**src/rtl/fu_issue_ctrl.sv**
```systemverilog
// Purpose: binds one ready RS instruction per cycle to a free FU instance and issues it to the FU block.
// Latency: an accept at edge N is presented on fu_issue_out in cycle N+1, or in the first stall-free cycle after it.
// Backpressure: fu_stall or no free instance in the offered class drops rs_ready; a held packet replays until delivered.
//
// Ports:
//   clock, reset        sole clock; synchronous active-high reset
//   rs_valid/rs_class   RS offer and its class (0=ALU, 1=MULT, 2=BRANCH, 3=illegal)
//   rs_packet           instruction payload; the incoming fu_select is overwritten
//   rs_ready            combinational; the offer is accepted at this edge
//   fu_stall            FU completion stall; freezes the held packet
//   fu_rs_in/br_done_in per-instance release pulses
//   fu_issue_out        one-cycle issue packet; all-zero when idle
//   fu_busy             {BRANCH, MULT_1, MULT_2, ALU_1, ALU_2, ALU_3} occupancy

package fu_issue_pkg;

    localparam logic [2:0] FU_NONE   = 3'd0;
    localparam logic [2:0] FU_ALU_1  = 3'd1;
    localparam logic [2:0] FU_ALU_2  = 3'd2;
    localparam logic [2:0] FU_ALU_3  = 3'd3;
    localparam logic [2:0] FU_MULT_1 = 3'd4;
    localparam logic [2:0] FU_MULT_2 = 3'd5;
    localparam logic [2:0] FU_BRANCH = 3'd6;

    localparam logic [1:0] CLS_ALU    = 2'd0;
    localparam logic [1:0] CLS_MULT   = 2'd1;
    localparam logic [1:0] CLS_BRANCH = 2'd2;

    // Bit positions inside the occupancy vector.
    localparam int BIT_ALU_3  = 0;
    localparam int BIT_ALU_2  = 1;
    localparam int BIT_ALU_1  = 2;
    localparam int BIT_MULT_2 = 3;
    localparam int BIT_MULT_1 = 4;
    localparam int BIT_BRANCH = 5;

    typedef struct packed {
        logic        valid;
        logic [2:0]  fu_select;
        logic [7:0]  opcode;
        logic [5:0]  dest_tag;
        logic [31:0] src1;
        logic [31:0] src2;
    } ISSUE_FU_PACKET;

    typedef struct packed {
        logic alu_1;
        logic alu_2;
        logic alu_3;
        logic mult_1;
        logic mult_2;
    } FU_RS_PACKET;

endpackage

module fu_issue_ctrl
    import fu_issue_pkg::*;
(
    input  logic           clock,
    input  logic           reset,
    input  logic           rs_valid,
    input  logic [1:0]     rs_class,
    input  ISSUE_FU_PACKET rs_packet,
    output logic           rs_ready,
    input  logic           fu_stall,
    input  FU_RS_PACKET    fu_rs_in,
    input  logic           br_done_in,
    output ISSUE_FU_PACKET fu_issue_out,
    output logic [5:0]     fu_busy
);

    logic [5:0]     busy_q, busy_d;
    ISSUE_FU_PACKET hold_q, hold_d;
    logic           hold_vld_q, hold_vld_d;

    logic [5:0]     sel_onehot;
    logic [2:0]     sel_code;
    logic           found;
    logic           accept;
    logic [5:0]     rel;

    // Fixed-priority pick of the first free instance in the offered class.
    // Selection looks only at registered occupancy, so a release arriving
    // this cycle does not make its instance selectable until the next one.
    always_comb begin
        sel_onehot = '0;
        sel_code   = FU_NONE;
        found      = 1'b0;
        case (rs_class)
            CLS_ALU: begin
                if (!busy_q[BIT_ALU_1]) begin
                    sel_onehot[BIT_ALU_1] = 1'b1;
                    sel_code              = FU_ALU_1;
                    found                 = 1'b1;
                end else if (!busy_q[BIT_ALU_2]) begin
                    sel_onehot[BIT_ALU_2] = 1'b1;
                    sel_code              = FU_ALU_2;
                    found                 = 1'b1;
                end else if (!busy_q[BIT_ALU_3]) begin
                    sel_onehot[BIT_ALU_3] = 1'b1;
                    sel_code              = FU_ALU_3;
                    found                 = 1'b1;
                end
            end
            CLS_MULT: begin
                if (!busy_q[BIT_MULT_1]) begin
                    sel_onehot[BIT_MULT_1] = 1'b1;
                    sel_code               = FU_MULT_1;
                    found                  = 1'b1;
                end else if (!busy_q[BIT_MULT_2]) begin
                    sel_onehot[BIT_MULT_2] = 1'b1;
                    sel_code               = FU_MULT_2;
                    found                  = 1'b1;
                end
            end
            CLS_BRANCH: begin
                if (!busy_q[BIT_BRANCH]) begin
                    sel_onehot[BIT_BRANCH] = 1'b1;
                    sel_code               = FU_BRANCH;
                    found                  = 1'b1;
                end
            end
            default: begin
                // Illegal class: never accepted.
            end
        endcase
    end

    // Stall blocks acceptance, which is what keeps the held packet intact.
    assign rs_ready = !reset && !fu_stall && found;
    assign accept   = rs_valid && rs_ready;

    assign rel = {br_done_in, fu_rs_in.mult_1, fu_rs_in.mult_2,
                  fu_rs_in.alu_1, fu_rs_in.alu_2, fu_rs_in.alu_3};

    always_comb begin
        // Chosen bit was free, so clearing then setting never conflicts;
        // releases of idle instances fall out as no-ops.
        busy_d = busy_q & ~rel;
        if (accept) begin
            busy_d = busy_d | sel_onehot;
        end

        hold_d     = hold_q;
        hold_vld_d = hold_vld_q;
        if (accept) begin
            hold_d           = rs_packet;
            hold_d.valid     = 1'b1;
            hold_d.fu_select = sel_code;
            hold_vld_d       = 1'b1;
        end else if (!fu_stall) begin
            // Whatever was held went out this cycle.
            hold_d     = '0;
            hold_vld_d = 1'b0;
        end
    end

    always_ff @(posedge clock) begin
        if (reset) begin
            busy_q     <= '0;
            hold_q     <= '0;
            hold_vld_q <= 1'b0;
        end else begin
            busy_q     <= busy_d;
            hold_q     <= hold_d;
            hold_vld_q <= hold_vld_d;
        end
    end

    // A held packet is visible only in stall-free cycles, so it is seen
    // by the FU exactly once.
    assign fu_issue_out = (!reset && hold_vld_q && !fu_stall) ? hold_q : '0;
    assign fu_busy      = reset ? 6'b0 : busy_q;

endmodule

```
**config.mk**
```make
export PLATFORM = sky130hd
export DESIGN_NAME = fu_issue_ctrl
export DESIGN_NICKNAME = d
export VERILOG_FILES = /design/src/rtl/fu_issue_ctrl.sv
export SDC_FILE = /design/constraint.sdc
export NUM_CORES = 1
export LEC_CHECK = 0
export ABC_AREA = 1
export CAP_MARGIN = 10
export CORE_ASPECT_RATIO = 1.75
export CORE_UTILIZATION = 45
export DETAILED_ROUTE_END_ITERATION = 10
export PLACE_DENSITY = 0.84
export SYNTH_ARGS = -nofsm -noshare
export SYNTH_HDL_FRONTEND = slang
export SYNTH_SLANG_ARGS = --single-unit
```
**constraint.sdc**
```tcl
create_clock -name clock -period 1.93 [get_ports clock]
set_input_delay 0.386 -clock clock [delete_from_list [all_inputs] [get_ports clock]]
set_output_delay 0.386 -clock clock [all_outputs]
set_load 0.02 [all_outputs]
```
==> results of run 1 <==
==> metrics by stage <==
step | util [%] | hold slack, ns | instance area, um2
global route | 69.9 | 0.471 | 6140
detailed placement | 67.6 | 0.446 | 5940
finish | 69.9 | 0.452 | 6140
global placement | 67.6 | 0.441 | 5940
floorplan | - | 0.436 | 4110
CTS | 69.8 | 0.455 | 6130
==> cell usage in the layout, fill, tap and decap left out <==
cell,count
o22ai_1,6
clkinv_4,1
buf_2,3
buf_12,4
clkdlybuf4s50_1,88
nand3_1,4
clkbuf_16,9
buf_6,3
nand2_2,1
nor2_4,1
clkbuf_8,1
clkinv_2,4
dlygate4sd2_1,86
nor2_1,87
nand4_1,82
a21oi_1,82
buf_4,12
nand3_2,2
nand2_1,97
nor2_2,2
bufinv_16,1
dfxtp_1,88
inv_1,96
==> worst max-delay path, delay by kind of cell, from the launching register on <==
| family | cells | cell delay [ns] |
|---|---|---|
| buffers and inverters | 2 | 0.68 |
| and+or+nand+nor | 1 | 0.10 |
| DFF | 1 | 0.38 |
==> final cells by class <==
class | instances | area (um2)
Tap cell | 117 | 146
Inverter | 96 | 360
Clock buffer | 10 | 239
Fill cell | 770 | 2640
Clock inverter | 6 | 58.8
Multi-Input combinational cell | 364 | 1720
Sequential cell | 88 | 1760
Timing Repair Buffer | 196 | 1850
==> path summary, 6_finish.rpt <==
kind	end	slack [ns]	cells past startpoint
hold / removal	hold_q[65]$_SDFFE_PP0P_	0.45	2
hold reg to reg	hold_q[65]$_SDFFE_PP0P_	0.45	2
setup / recovery	fu_busy[3]	0.06	3
setup reg to reg	hold_q[27]$_SDFFE_PP0P_	0.45	7
==> layer usage <==
metal / vias up / wire length [um]
li1: 2236 / -
met1: 2071 / 4450
met2: 172 / 6540
met3: 37 / 685
met4: 0 / 484
met5: - / 0
==> power by group <==
group / leakage [uW] / total, uW / internal (uW) / switching (uW)
sequential: 0.000711 / 1860 / 1850 / 16.0
clock: 0.000152 / 1700 / 1030 / 673
combinational: 0.00153 / 471 / 230 / 241
==> kinds of logic (layout without fill, tap and decap cells) <==
logic type,after synthesis,in the layout
and+or+nand+nor,276,276
buffers and inverters,150,308
AOI/OAI and AO/OA,88,88
DFF,88,88
==> flip-flops by register name (all words and copies together) (netlist names) <==
register,count
busy_q,6
hold_q,82
==> results.py, run 1 <==
metrics = {
    "status": {
        "run_status": "finished, final reports clean",
    },
    "logic_synthesis": {
        "synthTopCellsByCount": "98 x nand2_1, 96 x inv_1, 88 x dfxtp_1",
        "synth_top_cell_by_area": "dfxtp_1",
        "synth.distinct_cells": 14,
        "synthSimpleGateAreaFrac_pct": 30.8,
        "synthFlopType": "dfxtp_1",
        "ys_warn_count": 0,
        "syn_nets": 696,
        "yosysSeqAreaShare_pct": 42.8,
        "synth_top_family_by_area": "simple AND/OR/NAND/NOR gates",
        "avgSynthCellArea_um2": 6.83,
        "syn-cell-area_um2": 4110,
        "synth-adder-area-share_pct": 0,
        "synth_compound_area_share_pct": 10.9,
        "muxShareOfSynthArea_pct": 0,
        "async_reset_ff_share_pct": 0,
        "synth.top_cell.area_share_pct": 42.8,
        "synth-edff-count": 0,
        "yosysMostFrequentCell": "nand2_1",
        "synthXorXnorAreaFrac_pct": 0,
        "ys_ff_latch": 88,
        "synthTopCellsByArea": "dfxtp_1 43%, nand4_1 12%, a21oi_1 10%",
        "syn_inst": 602,
    },
    "cells_and_area": {
        "final_nets": 849,
        "synthToLayoutAreaGrowth_pct": 49.3,
        "final_cells": 877,
        "drive_above_1_share_pct": 5.79,
        "n_antenna_cell": 0,
    },
    "floorplanning": {
        "die_w_um": 74.3,
        "ios": 183,
        "die_area_um2": 9540,
        "core_um2": 8780,
        "initial_utilization_pct": 46.8,
        "rows": 45,
        "dieHeight_um": 128,
    },
    "timing": {
        "final.min_clock_period_ns": 1.87,
        "skew_ns": 0.00442,
        "worst_slack_ns": 0.0569,
        "maxSlewHeadroom_pct": 44.6,
        "worst_slew_pin_slew_ns": 0.831,
        "final-hold-violation-count": 0,
        "period_share_pct": 97.1,
        "tns_ns": 0,
        "finalMaxSlewViolations": 0,
        "setup_viol": 0,
        "max_freq_mhz": 534,
        "rsz0062_at_grt": "false",
    },
    "global_routing": {
        "grtUsageMet1_pct": 27.2,
        "grt.busiest_layer": "met2",
        "grtUsageMet3_pct": 4.46,
        "grt_usage_pct": 25.9,
        "met2_usage_pct": 47.3,
        "overflow": 0,
        "grt_pass1_wl_um": 19300,
        "antenna_found_initial": 0,
        "grt_max_degree": 83,
        "grt_pass1_vias": 4295,
    },
    "route": {
        "wl_per_cell_um": 13.9,
        "drc": 0,
        "viasPerCell": 5.15,
        "drtIter0Drc": 314,
        "dr.pass1.iters": 4,
        "drt_wl_total_um": 12200,
        "num_vias": 4516,
        "ant_nets": 0,
    },
    "power_and_ir_drop": {
        "total_power_uw": 4040,
        "p_per_area_nw_per_um2": 658,
        "leakagePower_uw": 0.00240,
        "irDropWorstVdd_v": 0.000433,
    },
    "setup_path": {
        "slowest_stage": "clkdlybuf4s50_1",
        "crit_chain": "nand2_1, inv_1, clkdlybuf4s50_1",
        "critPathLaunchType": "register",
        "worstPathMaxFanout": 3,
        "critPathRequiredTime_ns": 1.54,
        "critPathArrivalTime_ns": 1.49,
        "regToRegStartpoint": "busy_q[2]$_SDFF_PP0_",
        "crit_path_max_incr_delay_ns": 0.60,
        "path_class": "reg -> out",
        "startpoint": "busy_q[3]$_SDFF_PP0_",
        "crit_path_end_kind": "output port",
    },
    "clock_network": {
        "clock_latency_ns": 0.33,
        "clock-sinks": 88,
        "cts_root_buffer": "clkbuf_16",
        "clockBufferDepth": 2,
        "tritoncts": "built",
        "holdBufCountCts": 0,
        "htreeDepth": 3,
        "numCtsBuffers": 9,
        "clkTransAtPathRegs_ns": 0.06,
        "post_cts_buffers": 0,
        "cts_resized": 91,
    },
    "place": {
        "pre_cts_slack_ns": -0.364,
        "place_inst": 861,
        "dp_hpwl_um": 8500,
        "io_buffers": 178,
        "place.gp.congestion": 0.982,
    },
    "min_path": {
        "hold_start": "hold_q[65]$_SDFFE_PP0P_",
        "min_path_type": "reg -> reg",
    },
    "flow_run": {
        "cap_violations": 0,
    },
}
Note: power is estimated with default switching activity, not from simulation.
==> run 2: changes to the inputs <==
--- a/config.mk
+++ b/config.mk
@@ -11,6 +11,7 @@
 export CORE_UTILIZATION = 45
 export DETAILED_ROUTE_END_ITERATION = 10
 export PLACE_DENSITY = 0.84
+export SLEW_MARGIN = 5
 export SYNTH_ARGS = -nofsm -noshare
 export SYNTH_HDL_FRONTEND = slang
 export SYNTH_SLANG_ARGS = --single-unit
==> results of run 2 <==
Final layout, timing and power as in run 1 (identical DEF).
==> patch, RTL diff (config.mk and constraints of run 2) <==
Reset style: asynchronous (`reset`), changed in one clocked block. Comments in the files are not updated.
--- a/src/rtl/fu_issue_ctrl.sv
+++ b/src/rtl/fu_issue_ctrl.sv
@@ -155,7 +155,7 @@
         end
     end
 
-    always_ff @(posedge clock) begin
+    always_ff @(posedge clock or posedge reset) begin
         if (reset) begin
             busy_q     <= '0;
             hold_q     <= '0;
Behaviour: same outputs for any inputs over 4 cycles, from zero or initial values and one cycle with reset high; that may be too few to reach the edited logic, so the function may still have changed.
==> patch against run 2 <==
Clock skew grew 0.00080 ns; routed wire length grew 7.7%; area after synthesis grew 8.2%; critical path depth grew 3; worst setup slack lost 0.013 ns; sequential share of layout area grew 5.5 points; total power grew 3.3%; critical endpoint is now fu_issue_out[44]; combinational power grew 19%; cell area grew 4.7%; largest power group unchanged; sequential cell count is the same.
==> patch: results (changes against run 2) <==
[placement]
dp_slack_ns = -0.5115  ; -0.1470 ns
gp_congestion = 0.8278  ; -16%
placed_cell_area_sq_um = 6341  ; +6.7%
dp_hpwl_um = 8791  ; +3.4%

[grt]
grt_pass1_wl_um = 21310  ; +10%
grt_pass1_vias = 4499  ; +4.7%
grt_use_met1_pct = 28.48  ; +1.2 points
use_met2_pct = 46.90  ; -0.42 points
use_met3_pct = 3.767  ; -0.70 points
grt_max_degree = 89  ; +7.2%

[worst_setup_path]
critPathLaunch = reset
critPathCapture = fu_issue_out[44]
reg2reg_depth = 6  ; -1
worstReg2RegEnd = hold_q[24]
reg2reg_slack_ns = 0.29  ; -0.16 ns
cp_max_fo = 43  ; +40
r2r_start = busy_q[5]

[routing]
drt-met1-wl_um = 4701  ; +5.8%
drtIter0Drc = 374  ; +19%
routed_via_density = 5.085  ; -1.2%
dr_wl_met3_um = 640  ; -6.6%
routedWlPerCell_um = 14.69  ; +6.0%

[worst_hold_path]
holdCritPathClass = input port to async pin

[layout]
nNonClkInverters = 94  ; -2.1%
n_fill_cell = 830  ; +7.8%
fin_nets = 861  ; +1.4%
buffer_area_share_pct = 27.47  ; -2.7 points
drive_gt1_share_pct = 10.66  ; +4.9 points
multi_input_gates = 378  ; +3.8%
multi_input_area_sq_um = 1680  ; -2.4%
seqCellArea_sq_um = 2202  ; +25%

[sta]
finClkSkew_ns = 0.005224  ; +0.0008037 ns
worst_pin_slew_ns = 0.9097  ; +0.07858 ns
worst_slack_ns = 0.04387  ; -0.01305 ns

[run_status]
outcome = complete, no violations

[yosys]
synth.avg_cell_area_sq_um = 7.344  ; +7.5%
ys_warn_count = 0  ; unchanged
ys_types = 16  ; +2
synth_compound_area_share_pct = 0  ; -11 points
ys_async_sr_fraction_pct = 100.0  ; +100 points
ys_seq_area_share_pct = 49.48  ; +6.6 points
yosys-top-cells-count = nand2_1 (186), inv_1 (93), nor2_1 (93)
syn_nets = 700  ; +0.57%
synth_flop_cell = dfrtp_1

[power]
ir_worst_vdd_mv = 0.4917  ; +14%
p_leak_nw = 3.289  ; +37%
clk-power_mw = 1.65  ; -3%
p_sw_mw = 1.023  ; +9.9%

patch: cell types whose count changed after synthesis, moves of 5 or more:
| cell | before | now |
|---|---|---|
| or2_2 | 0 | 6 |
| nand4_1 | 82 | 87 |
| dfrtp_1 | 0 | 88 |
| buf_2 | 11 | 21 |
| nor2_1 | 87 | 93 |
| nand2_1 | 98 | 186 |
| dfxtp_1 | 88 | 0 |
| buf_1 | 1 | 8 |
| buf_6 | 8 | 3 |
| clkbuf_1 | 34 | 13 |
| o22ai_1 | 6 | 0 |
| a21oi_1 | 82 | 0 |
patch: critical path, stage by stage:
cell and delay [ns]:
dlygate4sd2_1 0.27, nor2_4 0.10, nand2_2 0.11, buf_12 0.19, nor2_1 0.10, dlygate4sd2_1 0.33
patch: repair_timing:
action	CTS	global route
setup buffers	0	0
hold buffers	0	0
pin swaps	1	0
resized for setup	107	92
setup endpoints to repair	176	62
patch: kinds of logic after synthesis:
| group | count (synthesis) |
|---|---|
| buffers and inverters | 140 |
| and+or+nand+nor | 378 |
| DFF | 88 |
